## config.mk

```make
export PLATFORM = sky130hd
export DESIGN_NAME = serial_cfg_lut_bank
export DESIGN_NICKNAME = d
export VERILOG_FILES = /design/src/rtl/serial_cfg_lut_bank.sv
export SDC_FILE = /design/constraint.sdc
export NUM_CORES = 1
export LEC_CHECK = 0
export ABC_AREA = 1
export BUFFER_PORTS_ARGS = -buffer_cell sky130_fd_sc_hd__buf_2
export CAP_MARGIN = 20
export CORE_ASPECT_RATIO = 0.6
export CORE_MARGIN = 10
export CORE_UTILIZATION = 60
export CTS_CLUSTER_DIAMETER = 200
export CTS_CLUSTER_SIZE = 12
export DETAILED_ROUTE_END_ITERATION = 7
export PLACE_DENSITY_LB_ADDON = 0.25
export REMOVE_ABC_BUFFERS = 1
export SLEW_MARGIN = 5
export SYNTH_ARGS = -nofsm -noshare
export SYNTH_HDL_FRONTEND = slang
export SYNTH_SLANG_ARGS = --single-unit
export TNS_END_PERCENT = 20
```

## constraint.sdc

```tcl
create_clock -name clk -period 2.5 [get_ports clk]
set_input_delay 0.125 -clock clk [delete_from_list [all_inputs] [get_ports clk]]
set_output_delay 0.125 -clock clk [all_outputs]
set_load 0.005 [all_outputs]
```

## src/rtl/serial_cfg_lut_bank.sv

```systemverilog
// Bank of N_LUTS independent registered lookup tables. Each table is loaded or read back
// over a serial frame (cs_n/d/q); a completed write frame commits atomically.
module serial_cfg_lut_bank #(
  parameter int unsigned IN_WIDTH  = 4,
  parameter int unsigned OUT_WIDTH = 4,
  parameter int unsigned N_LUTS    = 2
) (
  input  logic                          clk,
  input  logic                          rst_n,
  input  logic                          cs_n,
  input  logic                          d,
  input  logic [N_LUTS*IN_WIDTH-1:0]    sel,
  output logic [N_LUTS*OUT_WIDTH-1:0]   out,
  output logic                          q,
  output logic                          busy,
  output logic                          commit,
  output logic                          err
);

  localparam int unsigned N_ENTRIES  = 2 ** IN_WIDTH;
  localparam int unsigned TABLE_BITS = N_ENTRIES * OUT_WIDTH;
  localparam int unsigned IDX_W      = (N_LUTS > 1) ? $clog2(N_LUTS) : 1;
  localparam int unsigned IDXE_W     = IDX_W + 1;
  localparam int unsigned HDR_BITS   = 1 + IDX_W;
  localparam int unsigned CNT_W      = $clog2(TABLE_BITS + 1);
  localparam int unsigned HCNT_W     = $clog2(HDR_BITS + 1);

  typedef enum logic [2:0] {S_IDLE, S_HEADER, S_WRITE, S_READ, S_HOLD} state_t;

  state_t                  state, state_next;
  logic [HDR_BITS-1:0]     hdr;
  logic [HCNT_W-1:0]       hcnt;
  logic [IDX_W-1:0]        idx;
  logic [CNT_W-1:0]        cnt;
  logic [TABLE_BITS-1:0]   shadow;
  logic [TABLE_BITS-1:0]   rd;
  logic [TABLE_BITS-1:0]   active [N_LUTS];

  logic [HDR_BITS-1:0]     hdr_next_c;
  logic [IDX_W-1:0]        idx_next_c;
  logic                    idx_ok_c;
  logic                    cnt_full_c;
  logic                    hdr_en_c, idx_load_c, shadow_shift_c, rd_load_c, rd_shift_c;
  logic                    do_commit_c, set_err_c, clr_err_c;
  logic [N_LUTS*OUT_WIDTH-1:0] lookup_c;

  assign hdr_next_c = {hdr[HDR_BITS-2:0], d};
  assign idx_next_c = hdr_next_c[IDX_W-1:0];
  assign idx_ok_c   = {1'b0, idx} < IDXE_W'(N_LUTS);
  assign cnt_full_c = (cnt == CNT_W'(TABLE_BITS));

  assign q    = (state == S_READ) ? rd[TABLE_BITS-1] : 1'b0;
  assign busy = (state != S_IDLE);

  always_ff @(posedge clk or negedge rst_n) begin
    if (!rst_n) state <= S_IDLE;
    else        state <= state_next;
  end

  // Frame sequencing: header decode, data phase, frame-end resolution
  always_comb begin
    state_next     = state;
    hdr_en_c       = 1'b0;
    idx_load_c     = 1'b0;
    shadow_shift_c = 1'b0;
    rd_load_c      = 1'b0;
    rd_shift_c     = 1'b0;
    do_commit_c    = 1'b0;
    set_err_c      = 1'b0;
    clr_err_c      = 1'b0;
    case (state)
      S_IDLE: begin
        if (!cs_n) begin
          state_next = S_HEADER;
          hdr_en_c   = 1'b1;
          clr_err_c  = 1'b1;
        end
      end
      S_HEADER: begin
        if (cs_n) begin
          state_next = S_IDLE;
          set_err_c  = 1'b1;
        end else begin
          hdr_en_c = 1'b1;
          if (hcnt == HCNT_W'(HDR_BITS - 1)) begin
            idx_load_c = 1'b1;
            if (hdr_next_c[HDR_BITS-1]) begin
              state_next = S_WRITE;
            end else begin
              state_next = S_READ;
              rd_load_c  = 1'b1;
            end
          end
        end
      end
      S_WRITE: begin
        if (cs_n) begin
          state_next = S_IDLE;
          if (cnt_full_c && idx_ok_c) do_commit_c = 1'b1;
          else                        set_err_c   = 1'b1;
        end else if (cnt_full_c) begin
          state_next = S_HOLD;
          set_err_c  = 1'b1;
        end else begin
          shadow_shift_c = 1'b1;
        end
      end
      S_READ: begin
        if (cs_n) begin
          state_next = S_IDLE;
          if (!idx_ok_c) set_err_c = 1'b1;
        end else begin
          rd_shift_c = 1'b1;
        end
      end
      S_HOLD: begin
        if (cs_n) state_next = S_IDLE;
      end
      default: state_next = S_IDLE;
    endcase
  end

  // Per-channel table lookup with constant slice bounds
  always_comb begin
    lookup_c = '0;
    for (int unsigned k = 0; k < N_LUTS; k++) begin
      for (int unsigned e = 0; e < N_ENTRIES; e++) begin
        if (sel[k*IN_WIDTH +: IN_WIDTH] == IN_WIDTH'(e))
          lookup_c[k*OUT_WIDTH +: OUT_WIDTH] = active[k][e*OUT_WIDTH +: OUT_WIDTH];
      end
    end
  end

  always_ff @(posedge clk or negedge rst_n) begin
    if (!rst_n) begin
      hdr    <= '0;
      hcnt   <= '0;
      idx    <= '0;
      cnt    <= '0;
      shadow <= '0;
      rd     <= '0;
      commit <= 1'b0;
      err    <= 1'b0;
      out    <= '0;
      for (int unsigned k = 0; k < N_LUTS; k++) active[k] <= '0;
    end else begin
      out    <= lookup_c;
      commit <= do_commit_c;
      if (hdr_en_c) begin
        hdr  <= hdr_next_c;
        hcnt <= (state == S_IDLE) ? HCNT_W'(1) : hcnt + HCNT_W'(1);
        cnt  <= '0;
      end
      if (idx_load_c) idx <= idx_next_c;
      if (shadow_shift_c) begin
        shadow <= {shadow[TABLE_BITS-2:0], d};
        cnt    <= cnt + CNT_W'(1);
      end
      // Out-of-range channel reads back as all zeros
      if (rd_load_c) begin
        rd <= '0;
        for (int unsigned k = 0; k < N_LUTS; k++)
          if (idx_next_c == IDX_W'(k)) rd <= active[k];
      end else if (rd_shift_c) begin
        rd <= {rd[TABLE_BITS-2:0], 1'b0};
      end
      if (clr_err_c)      err <= 1'b0;
      else if (set_err_c) err <= 1'b1;
      if (do_commit_c) begin
        for (int unsigned k = 0; k < N_LUTS; k++)
          if (idx == IDX_W'(k)) active[k] <= shadow;
      end
    end
  end

endmodule

```

==> summary.md <==
| Metric | Value |
|---|---|
| Reg2reg end | rd[38] |
| Worst EP arrival | 2400 ps |
| Worst path bufs/invs | 2 |
| Worst Slack Setup Final | 448 ps |
| H-tree depth | 1 |
| Clock skew | 22.9 ps |
| Worst Tran Pin Value | 911 ps |
| Worst VDD drop | 0.000750 V |
| Delay-heaviest family, CP | simple AND/OR/NAND/NOR gates |
| CP Max Fanout | 64 |
| Final hold viol count | 0 |
| Max stage delay cell, worst path | nand2_4 |
| Leak | 6.08 nW |
| Min cycle time layout | 2050 ps |
| Final cell area excluding filler cells | 13700 um^2 |
| Clock sinks | 280 |
| Max-Cap Viols | 0 |
| CTS Buf Count | 27 |
| # rows | 41 |
| Synthesis-to-finish area growth | 8.09% |
| Worst setup EP type | flop |
| Cell variety after synth | 34 |
| CTS Buffer Depth | 3 |
| Max Freq | 487 MHz |
| Rel. slew slack | 0.391 |
| Root buffer cell | clkbuf_16 |
| Pwr dens | 767 nW/um^2 |
| Postcts setup bufs | 0 |
| R2R Path Start | state[0] |
| Crit path launch type | flop |
| Worst skew pair latency | 540 ps |
| CTS Hold Bufs | 2 |
| Die W | 208 um |
| Placed cell areas | 13000 um^2 |
| Mapped Area | 12700 um^2 |
| Final Util | 0.657 |
| Outcome | finished, final reports clean |
| Crit path top cell by count | inv_2 |
| Crit path kind | reg2reg |
| Final nets | 1451 |
| Largest net degree at the start of global routing | 130 |
| CTS tree | built |
| Vias/cell | 5.87 |
| R2R cell count | 7 |
| Synth Area per Inst | 8.79 um^2 |
| Vias in the first global route | 9329 |
| Seq/Total Area, Yosys | 0.552 |
| Core Footprint | 20900 um^2 |
| Reg2reg setup slack | 450 ps |
| Final ANT Viol Nets | 0 |
| Initial antenna violation count | 0 |
| CP Data Required Time | 2850 ps |
| HPWL Detailed | 21500 um |
| Min Hold Slack | 163 ps |
| RSZ-0062 raised after global routing | false |
| Iter 0 DRT Violations | 1339 |
| # DRC | 0 |
| Vias post-DR | 10.0k |
| Synthesized netlist cell count | 1443 |
| Fin crit share | 0.821 |
| First-pass GRT wire length | 52100 um |
| Initial core utilization | 0.608 |
| Drt total wl | 31600 um |
| Yosys warns | 0 |
| DR WL/cell | 18.4 um |
| Crit-path cells | inv_2, nor3_2, inv_2, nor2_4, nand3_4, nand2_4, o221ai_1 |
| Placed cell count | 1682 |
| Final setup viols | 0 |
| Port-buffer cells | 23 |
| Total global-route track usage | 0.229 |
| # IOs | 24 |
| Final Non-Filler Cells | 1712 |
| Diode count | 0 |
| First-pass iteration count of the detailed router | 6 |
| Flops & latches, synth | 280 |
| Resized Gates After CTS | 0 |
| Slowest stage delay, CP | 550 ps |
| Worst slack, placed | 491 ps |
| Die Span Y | 133 um |
| Clock-pin slew of the registers on the worst-case setup and hold paths | 70 ps |
| Fraction of layout cells with a size suffix above 1 | 0.0844 |
| Gr ovfl total | 0 |
| Min-delay worst type | in2async |
| Total die area | 27600 um^2 |
| Final GP Congestion | 0.980 |
| Slew Limit Fails | 0 |
## metrics by stage
| stage | TNS [ps] | total power [mW] |
|---|---|---|
| 2_1_floorplan | -196700 | 6.43 |
| 4_1_cts | 0 | 10.6 |
| 3_5_place_dp | 0 | 7.06 |
| 5_1_grt | 0 | 11.1 |
| 6_report | 0 | 10.5 |
| 3_3_place_gp | 0 | 6.99 |
## cell families (layout without fill, tap and decap cells)
kind of cell               after synthesis  in the layout  synth area share
AOI/OAI and AO/OA                      348            348             0.169
muxes                                    2              2           0.00158
DFF                                    280            280             0.552
and+or+nand+nor                        532            532             0.180
buffers and inverters                  276            266            0.0917
adders and majority gates                5              5           0.00493
## sequential cells by signal, summed over array words and instances (netlist names), 2 cells and up
| signal | count |
|---|---|
| cnt | 7 |
| out | 8 |
| state | 3 |
| rd | 64 |
| shadow | 64 |
| active | 128 |
| hcnt | 2 |
## synthesized netlist by cell type, drive strengths merged
| cell type | n | area (um^2) |
|---|---|---|
| nor4 | 1 | 6.26 |
| a21oi | 12 | 60.1 |
| nand3 | 48 | 253 |
| inv | 198 | 743 |
| or2 | 42 | 263 |
| buf | 57 | 340 |
| nand4 | 20 | 125 |
| dfrtp | 280 | 7010 |
| nor3 | 6 | 35.0 |
| clkinv | 1 | 5.00 |
| mux2i | 2 | 20.0 |
| clkbuf | 20 | 75.1 |
| o22ai | 4 | 25.0 |
| o32ai | 1 | 8.76 |
| o31ai | 2 | 15.0 |
| nor2 | 73 | 304 |
| o211ai | 62 | 465 |
| a31oi | 1 | 6.26 |
| nor3b | 2 | 15.0 |
| o21ai | 203 | 1020 |
| nand2 | 340 | 1290 |
| o221ai | 63 | 552 |
| ha | 5 | 62.6 |
## power by group
group	internal [mW]	switching, mW	leakage (nW)
logic	0.583	1.24	1.91
clock network	1.90	1.62	0.337
registers	5.01	0.173	3.84
## worst register-to-register path, delay by kind of cell, from the launching register on
family          cells  cell delay, ps
simple gates        4            1020
flops               1             430
compound gates      1             270
buf+inv             2             180
## metal layers
layer,vias to the layer above,global-route usage,part of all wire
li1,4728,-,-
met5,-,0,0
met2,460,0.298,0.39
met4,0,0.0457,0.021
met3,56,0.0475,0.094
met1,4802,0.377,0.50
## layout make-up
type	instances	area (um^2)
fillers	1691	7160
multi-input cells	887	4550
clock inverters	1	8.76
clock buffers	27	676
well taps	279	349
inverters	199	748
repair buffers	39	375
flip-flops and latches	280	7010
## cell usage in the layout, fill, tap and decap left out, types with 2 or more instances in the layout
cell,n
or2_0,3
buf_12,10
buf_2,22
o21ai_1,29
buf_4,4
nor2_4,3
clkbuf_16,27
nand3_4,2
nand3_1,45
nor3b_1,2
o221ai_1,63
o211ai_1,62
nor2_1,67
inv_2,2
nor3_1,5
a21oi_1,12
inv_1,196
ha_1,5
dlygate4sd3_1,2
nand4_1,20
o21ai_0,174
or2_2,39
dfrtp_1,280
nand2_1,336
nand2_4,3
mux2i_1,2
o22ai_1,4
o31ai_1,2
nor2_2,3
## worst max path at each step
stage,startpoint,to,slack [ps],depth (start not counted)
floorplan,cnt[0],cnt[0],-1320,9
global placement,state[0],rd[48],560,7
detailed placement,state[0],rd[50],490,7
CTS,state[0],rd[38],470,7
global route,state[0],rd[31],300,7
finish,state[0],rd[38],450,7
Note: power is estimated with default switching activity, not from simulation.
